===== config.mk =====
export PLATFORM = sky130hd
export DESIGN_NAME = uart_frame_loader_flat
export DESIGN_NICKNAME = d
export VERILOG_FILES = /design/src/rtl/uart_frame_loader_if.sv /design/src/rtl/uart_frame_loader.sv /design/src/flat_wrapper.sv
export SDC_FILE = /design/constraint.sdc
export NUM_CORES = 1
export LEC_CHECK = 0
export ABC_CLOCK_PERIOD_IN_PS = 3090
export CAP_MARGIN = 20
export CORE_MARGIN = 2
export CORE_UTILIZATION = 57
export DETAILED_ROUTE_END_ITERATION = 7
export GPL_TIMING_DRIVEN = 0
export PLACE_DENSITY = 0.76
export SLEW_MARGIN = 20
export SYNTH_ARGS = -nofsm -noshare
export SYNTH_HDL_FRONTEND = slang
export SYNTH_SLANG_ARGS = --single-unit

===== constraint.sdc =====
create_clock -name clk -period 3.09 [get_ports clk]
set_input_delay 0.927 -clock clk [delete_from_list [all_inputs] [get_ports clk]]
set_output_delay 0.927 -clock clk [all_outputs]
set_load 0.05 [all_outputs]

===== src/rtl/uart_frame_loader_if.sv =====
// Byte-stream bus from the frame loader to the logic-gate-network core.
// The master presents a byte with valid/first/last; the slave accepts it with ready.
interface uart_frame_loader_if;
    logic [7:0] out_data;
    logic       out_valid;
    logic       out_ready;
    logic       out_first;
    logic       out_last;

    modport master (
        output out_data,
        output out_valid,
        output out_first,
        output out_last,
        input  out_ready
    );

    modport slave (
        input  out_data,
        input  out_valid,
        input  out_first,
        input  out_last,
        output out_ready
    );
endinterface


===== src/rtl/uart_frame_loader.sv =====
// 8N1 UART receiver plus frame buffer: waits for a sync byte, captures FRAME_BYTES
// payload bytes, then streams them to the core over a valid/ready byte bus.
module uart_frame_loader #(
    parameter int unsigned CLK_HZ      = 12000000,
    parameter int unsigned BAUD        = 115200,
    parameter int unsigned FRAME_BYTES = 98,
    parameter logic [7:0]  SYNC_BYTE   = 8'hA5
) (
    input  logic                       clk,
    input  logic                       rst,
    input  logic                       uart_rx,
    uart_frame_loader_if.master        out_if,
    output logic                       frame_done,
    output logic                       frame_err,
    output logic                       overrun
);

    localparam int unsigned CLKS_PER_BIT = CLK_HZ / BAUD;
    localparam int unsigned HALF_BIT     = CLKS_PER_BIT / 2;
    localparam int unsigned CW           = $clog2(CLKS_PER_BIT + 1);
    localparam int unsigned PW           = (FRAME_BYTES > 1) ? $clog2(FRAME_BYTES) : 1;

    localparam logic [CW-1:0] BIT_END  = CW'(CLKS_PER_BIT - 1);
    localparam logic [CW-1:0] HALF_END = CW'(HALF_BIT - 1);
    localparam logic [PW-1:0] LAST_IDX = PW'(FRAME_BYTES - 1);

    localparam logic [1:0] RX_IDLE  = 2'd0;
    localparam logic [1:0] RX_START = 2'd1;
    localparam logic [1:0] RX_DATA  = 2'd2;
    localparam logic [1:0] RX_STOP  = 2'd3;

    localparam logic [1:0] ST_WAIT_SYNC = 2'd0;
    localparam logic [1:0] ST_LOAD      = 2'd1;
    localparam logic [1:0] ST_STREAM    = 2'd2;

    // ------------------------------------------------------------------
    // Receiver state
    // ------------------------------------------------------------------
    logic          rx_meta_q, rx_sync_q, rx_prev_q;
    logic [1:0]    rx_state_q, rx_state_d;
    logic [CW-1:0] rx_cnt_q, rx_cnt_d;
    logic [2:0]    rx_bit_q, rx_bit_d;
    logic [7:0]    rx_shift_q, rx_shift_d;
    logic [7:0]    rx_byte_q, rx_byte_d;
    logic          rx_strobe_q, rx_strobe_d;
    logic          rx_ferr_q, rx_ferr_d;

    // ------------------------------------------------------------------
    // Frame state
    // ------------------------------------------------------------------
    logic [1:0]    state_q, state_d;
    logic [PW-1:0] wr_ptr_q, wr_ptr_d;
    logic [PW-1:0] rd_ptr_q, rd_ptr_d;
    logic          frame_done_q, frame_done_d;
    logic          frame_err_q, frame_err_d;
    logic          overrun_q, overrun_d;
    logic          mem_we;
    logic [7:0]    mem_q [FRAME_BYTES];

    logic          streaming;
    logic          handshake;

    // Two-flop synchronizer; idles high so reset does not look like a start edge.
    always_ff @(posedge clk or posedge rst) begin
        if (rst) begin
            rx_meta_q <= 1'b1;
            rx_sync_q <= 1'b1;
            rx_prev_q <= 1'b1;
        end else begin
            rx_meta_q <= uart_rx;
            rx_sync_q <= rx_meta_q;
            rx_prev_q <= rx_sync_q;
        end
    end

    // A start requires a high-to-low transition, so after a bad stop bit the
    // receiver naturally waits for the line to return high first.
    always_comb begin
        rx_state_d  = rx_state_q;
        rx_cnt_d    = rx_cnt_q;
        rx_bit_d    = rx_bit_q;
        rx_shift_d  = rx_shift_q;
        rx_byte_d   = rx_byte_q;
        rx_strobe_d = 1'b0;
        rx_ferr_d   = 1'b0;
        unique case (rx_state_q)
            RX_IDLE: begin
                rx_cnt_d = '0;
                if (rx_prev_q && !rx_sync_q) begin
                    rx_state_d = RX_START;
                end
            end
            RX_START: begin
                if (rx_cnt_q == HALF_END) begin
                    rx_cnt_d = '0;
                    rx_bit_d = '0;
                    rx_state_d = rx_sync_q ? RX_IDLE : RX_DATA;
                end else begin
                    rx_cnt_d = rx_cnt_q + 1'b1;
                end
            end
            RX_DATA: begin
                if (rx_cnt_q == BIT_END) begin
                    rx_cnt_d   = '0;
                    rx_shift_d = {rx_sync_q, rx_shift_q[7:1]};
                    if (rx_bit_q == 3'd7) begin
                        rx_state_d = RX_STOP;
                    end else begin
                        rx_bit_d = rx_bit_q + 1'b1;
                    end
                end else begin
                    rx_cnt_d = rx_cnt_q + 1'b1;
                end
            end
            RX_STOP: begin
                if (rx_cnt_q == BIT_END) begin
                    rx_cnt_d   = '0;
                    rx_state_d = RX_IDLE;
                    if (rx_sync_q) begin
                        rx_strobe_d = 1'b1;
                        rx_byte_d   = rx_shift_q;
                    end else begin
                        rx_ferr_d = 1'b1;
                    end
                end else begin
                    rx_cnt_d = rx_cnt_q + 1'b1;
                end
            end
            default: rx_state_d = RX_IDLE;
        endcase
    end

    always_ff @(posedge clk or posedge rst) begin
        if (rst) begin
            rx_state_q  <= RX_IDLE;
            rx_cnt_q    <= '0;
            rx_bit_q    <= '0;
            rx_shift_q  <= '0;
            rx_byte_q   <= '0;
            rx_strobe_q <= 1'b0;
            rx_ferr_q   <= 1'b0;
        end else begin
            rx_state_q  <= rx_state_d;
            rx_cnt_q    <= rx_cnt_d;
            rx_bit_q    <= rx_bit_d;
            rx_shift_q  <= rx_shift_d;
            rx_byte_q   <= rx_byte_d;
            rx_strobe_q <= rx_strobe_d;
            rx_ferr_q   <= rx_ferr_d;
        end
    end

    assign streaming = (state_q == ST_STREAM);
    assign handshake = streaming && out_if.out_ready;

    always_comb begin
        state_d      = state_q;
        wr_ptr_d     = wr_ptr_q;
        rd_ptr_d     = rd_ptr_q;
        frame_done_d = 1'b0;
        frame_err_d  = 1'b0;
        overrun_d    = overrun_q;
        mem_we       = 1'b0;
        unique case (state_q)
            ST_WAIT_SYNC: begin
                if (rx_strobe_q && (rx_byte_q == SYNC_BYTE)) begin
                    state_d  = ST_LOAD;
                    wr_ptr_d = '0;
                end
            end
            ST_LOAD: begin
                if (rx_ferr_q) begin
                    frame_err_d = 1'b1;
                    state_d     = ST_WAIT_SYNC;
                    wr_ptr_d    = '0;
                end else if (rx_strobe_q) begin
                    mem_we = 1'b1;
                    if (wr_ptr_q == LAST_IDX) begin
                        state_d  = ST_STREAM;
                        rd_ptr_d = '0;
                        wr_ptr_d = '0;
                    end else begin
                        wr_ptr_d = wr_ptr_q + 1'b1;
                    end
                end
            end
            ST_STREAM: begin
                // Bytes landing here, even on the final handshake, are overruns.
                if (rx_strobe_q) begin
                    overrun_d = 1'b1;
                end
                if (handshake) begin
                    if (rd_ptr_q == LAST_IDX) begin
                        state_d      = ST_WAIT_SYNC;
                        rd_ptr_d     = '0;
                        frame_done_d = 1'b1;
                    end else begin
                        rd_ptr_d = rd_ptr_q + 1'b1;
                    end
                end
            end
            default: state_d = ST_WAIT_SYNC;
        endcase
    end

    always_ff @(posedge clk or posedge rst) begin
        if (rst) begin
            state_q      <= ST_WAIT_SYNC;
            wr_ptr_q     <= '0;
            rd_ptr_q     <= '0;
            frame_done_q <= 1'b0;
            frame_err_q  <= 1'b0;
            overrun_q    <= 1'b0;
        end else begin
            state_q      <= state_d;
            wr_ptr_q     <= wr_ptr_d;
            rd_ptr_q     <= rd_ptr_d;
            frame_done_q <= frame_done_d;
            frame_err_q  <= frame_err_d;
            overrun_q    <= overrun_d;
        end
    end

    // Frame storage carries no reset; contents are only read after a full load.
    always_ff @(posedge clk) begin
        if (mem_we) begin
            mem_q[wr_ptr_q] <= rx_byte_q;
        end
    end

    always_comb begin
        out_if.out_valid = streaming;
        out_if.out_data  = streaming ? mem_q[rd_ptr_q] : 8'h00;
        out_if.out_first = streaming && (rd_ptr_q == '0);
        out_if.out_last  = streaming && (rd_ptr_q == LAST_IDX);
    end

    assign frame_done = frame_done_q;
    assign frame_err  = frame_err_q;
    assign overrun    = overrun_q;

endmodule


===== src/flat_wrapper.sv =====
// flat-port wrapper written by rule: the top's interface ports become plain ports
module uart_frame_loader_flat 
#(
    parameter int unsigned CLK_HZ      = 12000000,
    parameter int unsigned BAUD        = 115200,
    parameter int unsigned FRAME_BYTES = 98,
    parameter logic [7:0]  SYNC_BYTE   = 8'hA5
)
  (clk, rst, uart_rx, frame_done, frame_err, overrun, out_if_out_data, out_if_out_valid, out_if_out_first, out_if_out_last, out_if_out_ready);
  uart_frame_loader_if out_if_i ();
  input  logic clk;
  input  logic rst;
  input  logic uart_rx;
  output logic frame_done;
  output logic frame_err;
  output logic overrun;
  output wire logic [$bits(out_if_i.out_data)-1:0] out_if_out_data;
  output wire logic [$bits(out_if_i.out_valid)-1:0] out_if_out_valid;
  output wire logic [$bits(out_if_i.out_first)-1:0] out_if_out_first;
  output wire logic [$bits(out_if_i.out_last)-1:0] out_if_out_last;
  input wire logic [$bits(out_if_i.out_ready)-1:0] out_if_out_ready;
  assign out_if_out_data = out_if_i.out_data;
  assign out_if_out_valid = out_if_i.out_valid;
  assign out_if_out_first = out_if_i.out_first;
  assign out_if_out_last = out_if_i.out_last;
  assign out_if_i.out_ready = out_if_out_ready;
  uart_frame_loader #(.CLK_HZ(CLK_HZ), .BAUD(BAUD), .FRAME_BYTES(FRAME_BYTES), .SYNC_BYTE(SYNC_BYTE)) u_core (.clk(clk), .rst(rst), .uart_rx(uart_rx), .out_if(out_if_i), .frame_done(frame_done), .frame_err(frame_err), .overrun(overrun));
endmodule

==> key figures <==
Run status
  – Status: complete, but fails checks
  – Violated checks: capacitance limit, slew limit, setup timing

Finish
  – Finished Core Util: about 67%
  – Share of layout cells above drive strength 1: 32.1%
  – Synth-to-Final Area Change: 17.5%
  – Fill cells: 3414
  – Post-route cell area: 0.0387 mm2
  – Nets: ~1.8k
  – # diodes: 0
  – Fin cells: 2647

Synth
  – Mean Syn Cell Area: about 20 um2
  – Post-synth EDFFs: ~780
  – Syn Inst Count: 1677
  – Synth unique cells: 58
  – Post-synthesis sequential area ratio: 75.5%
  – Net Count, Synth: 1689
  – Yosys top cell by area: edfxtp_1
  – Top_reg_cell synth: edfxtp_1
  – Synth async-reset ratio: 6.22%
  – Syn Std Cell Area: 0.0329 mm2
  – Area contributors post-synth: edfxtp_1, mux4_2, dfrtp_1
  – Yosys Warn Count: 0
  – #FFs+latches synth: 836
  – Post-synth top area share: 71.5%

Clock network
  – Sink Count: between 800 and 900
  – Worst skew pair latency: 640 ps
  – H-tree Lvls: 3
  – # hold bufs at CTS: 0
  – CTS tree: built
  – Longest Clk Path Bufs: 3
  – CTS buffer count: about 80
  – Reg clk slew, reported paths: 70 ps
  – Root cell of the clock tree: clkbuf_16

Critical path
  – R2R Path Start: u_core.state_q[0]$_DFFE_PP0P_
  – Critical path startpoint: u_core.rd_ptr_q[1]$_DFFE_PP0P_
  – CP endpoint kind: output pin
  – CP Max Fanout: 7
  – Critical Setup Path Class: reg -> out
  – Reg2reg setup slack: -50 ps
  – R2R depth: 5
  – Worst setup path endpoint: out_if_out_data[0]
  – Critical Path AT: 3290 ps
  – CP startpoint kind: flop
  – Worst flop-to-flop path endpoint: u_core.mem_q[9][0]$_DFFE_PP_
  – Worst Path Required: roughly 2200 ps

Global route
  – Total gr overflow: 0
  – Initial antenna violation count: 0
  – Vias in the first global route: 17.9k
  – First-pass GRT wire length: 125 mm
  – Largest net degree at the start of global routing: 76
  – GRT Util Overall: 29.6%

Placement
  – Placed cells: 2467
  – DP Wirelength: 52.6 mm
  – I/O Buffers: 17
  – Place WS: -2180 ps
  – GP Congestion: ~0.93
  – Placed cell areas: 0.0343 mm2

Floorplanning
  – Die Footprint: 0.0597 mm2
  – # rows: 88
  – Die X: roughly 240 um
  – Initial Utilization: 57.4%
  – Die Y: between 200 and 250 um
  – IO Count: 18
  – Core Footprint: 0.0574 mm2

STA
  – Hold Fails Final Rpt: 0
  – Setup TNS: -11180 ps
  – Max Freq: around 240 MHz
  – Actual slew at the worst max-slew pin: ~1600 ps
  – Min Tclk post-route: 4220 ps
  – Layout Skew: 24.0 ps
  – Setup slack after layout: -1130 ps
  – Worst hold slack: roughly 360 ps
  – Final Max Slew Viols: 11
  – Slew HR: -4.01%
  – # setup viols final: 57
  – RSZ-0062 raised after global routing: yes
  – Final Cycle Share: 136%

Power and ir drop
  – Power Total: roughly 30 mW
  – VDD IR-drop max: around 0.6 mV
  – PD cells: ~770 mW/mm2
  – Leakage: 10.4 nW

Route
  – WL per Instance: ~33 um
  – Drt via density: 6.85
  – Vias: 18.1k
  – DR DRC count: 0
  – Routed Antenna Nets: 0
  – Initial DRC count: 2852
  – Routed wire length: approximately 87 mm
  – TritonRoute pass-1 iters: 6

Flow run
  – Max Cap Violations: 1

Hold path
  – HP Class: reg -> reg
[power by group]
group          switching [mW]  leakage, nW  total [mW]  internal (mW)
combinational            4.51         3.08        7.59           3.08
clock                    4.14         1.24        9.67           5.53
sequential             0.0826         6.08        12.4           12.3
[logic make-up (layout without fill, tap and decap cells)]
logic type | count (synthesis) | count (layout) | share of synthesized area (%)
flops | 836 | 836 | 75.5
simple gates | 290 | 290 | 4.00
mux | 286 | 286 | 15.4
compound gates | 154 | 154 | 3.19
buf+inv | 98 | 303 | 1.49
fa+ha+maj | 8 | 8 | 0.304
xor+xnor | 5 | 5 | 0.133
[worst min path at each step]
stage,from,endpoint,slack (ps),cells after the start
finish,u_core.rx_meta_q$_DFF_PP1_,u_core.rx_sync_q$_DFF_PP1_,360,0
global placement,u_core.rx_meta_q$_DFF_PP1_,u_core.rx_sync_q$_DFF_PP1_,360,0
CTS,u_core.rx_meta_q$_DFF_PP1_,u_core.rx_sync_q$_DFF_PP1_,360,0
global route,u_core.rx_meta_q$_DFF_PP1_,u_core.rx_sync_q$_DFF_PP1_,370,0
floorplan,u_core.rx_meta_q$_DFF_PP1_,u_core.rx_sync_q$_DFF_PP1_,350,0
detailed placement,u_core.rx_meta_q$_DFF_PP1_,u_core.rx_sync_q$_DFF_PP1_,360,0
[metal layers]
metal	global-route usage, %	wire, um
met1	40.3	31200
met2	45.7	41100
met3	7.32	10300
met4	14.2	4590
met5	0	0
[cell type report]
cell class,count,area [um2],share of cell area (%)
Buffer,87,930,2.40
Clock buffer,107,2210,5.72
Clock inverter,37,339,0.877
Inverter,9,47.5,0.123
Multi-Input combinational cell,743,8500,22.0
Sequential cell,836,24900,64.4
Tap cell,765,957,2.48
Timing Repair Buffer,63,796,2.06
[flip-flops by register name, summed over array words and instances, names as in the netlist, 2 cells and up, named ones only]
signal / flops
u_core.mem_q: 784
u_core.rx_byte_q: 8
u_core.rx_shift_q: 8
u_core.rd_ptr_q: 7
u_core.rx_cnt_q: 7
u_core.wr_ptr_q: 7
u_core.rx_bit_q: 3
u_core.state_q: 2
[layout by cell type (no fill, tap or decap), types with 7 or more instances in the layout]
cell	n
ha_1	8
nor2_1	79
clkinv_1	16
a221oi_2	8
mux2i_2	13
buf_6	14
a221oi_1	8
a21oi_1	12
nand3_1	20
a22oi_1	7
a21oi_2	9
clkbuf_1	38
dfrtp_1	40
mux2i_4	12
mux2_2	25
clkbuf_16	85
clkinv_2	8
mux2i_1	63
o22ai_1	9
buf_12	30
nor2_2	60
nor2b_1	17
o31ai_1	8
a211oi_1	9
and3_1	9
nand2_1	59
buf_8	11
edfxtp_1	784
buf_16	7
o21ai_0	31
mux4_2	173
dfrtp_4	8
buf_4	42
buf_2	11
[what timing repair did]
| item | CTS | global route |
|---|---|---|
| buffers inserted | 27 | 9 |
| setup endpoints to repair | 31 | 434 |
| gates resized for setup | 324 | 81 |
| pin swaps | 25 | 13 |
| cloned | 2 | 0 |
[critical path: stages, from the launching register on]
cell and delay [ps]:
dfrtp_1 400, buf_12 200, buf_16 160, mux4_2 600, a221oi_4 390, o21ai_2 160
a2111oi_4 420, nor2_2 130, buf_6 180
[cell usage after synthesis (all sizes together) (2+ instances only)]
| master | instances |
|---|---|
| dfrtp | 49 |
| a221oi | 21 |
| xor2 | 2 |
| mux2i | 88 |
| clkbuf | 27 |
| nand4 | 2 |
| nand2b | 5 |
| o41ai | 10 |
| dfstp | 3 |
| a21oi | 22 |
| a21o | 2 |
| nand2 | 60 |
| o21ai | 37 |
| o31ai | 9 |
| and3b | 3 |
| nor2b | 18 |
| inv | 9 |
| a31oi | 5 |
| nand3b | 2 |
| nor2 | 144 |
| ha | 8 |
| or2 | 2 |
| xnor2 | 3 |
| and2 | 4 |
| edfxtp | 784 |
| o22ai | 15 |
| nand3 | 21 |
| nand4bb | 2 |
| a22o | 3 |
| nor4 | 5 |
| and3 | 9 |
| a2111oi | 6 |
| nor3b | 4 |
| nor3 | 3 |
| buf | 62 |
| a22oi | 11 |
| a211oi | 11 |
| mux4 | 173 |
| mux2 | 25 |
(Power assumes the default switching activity.)
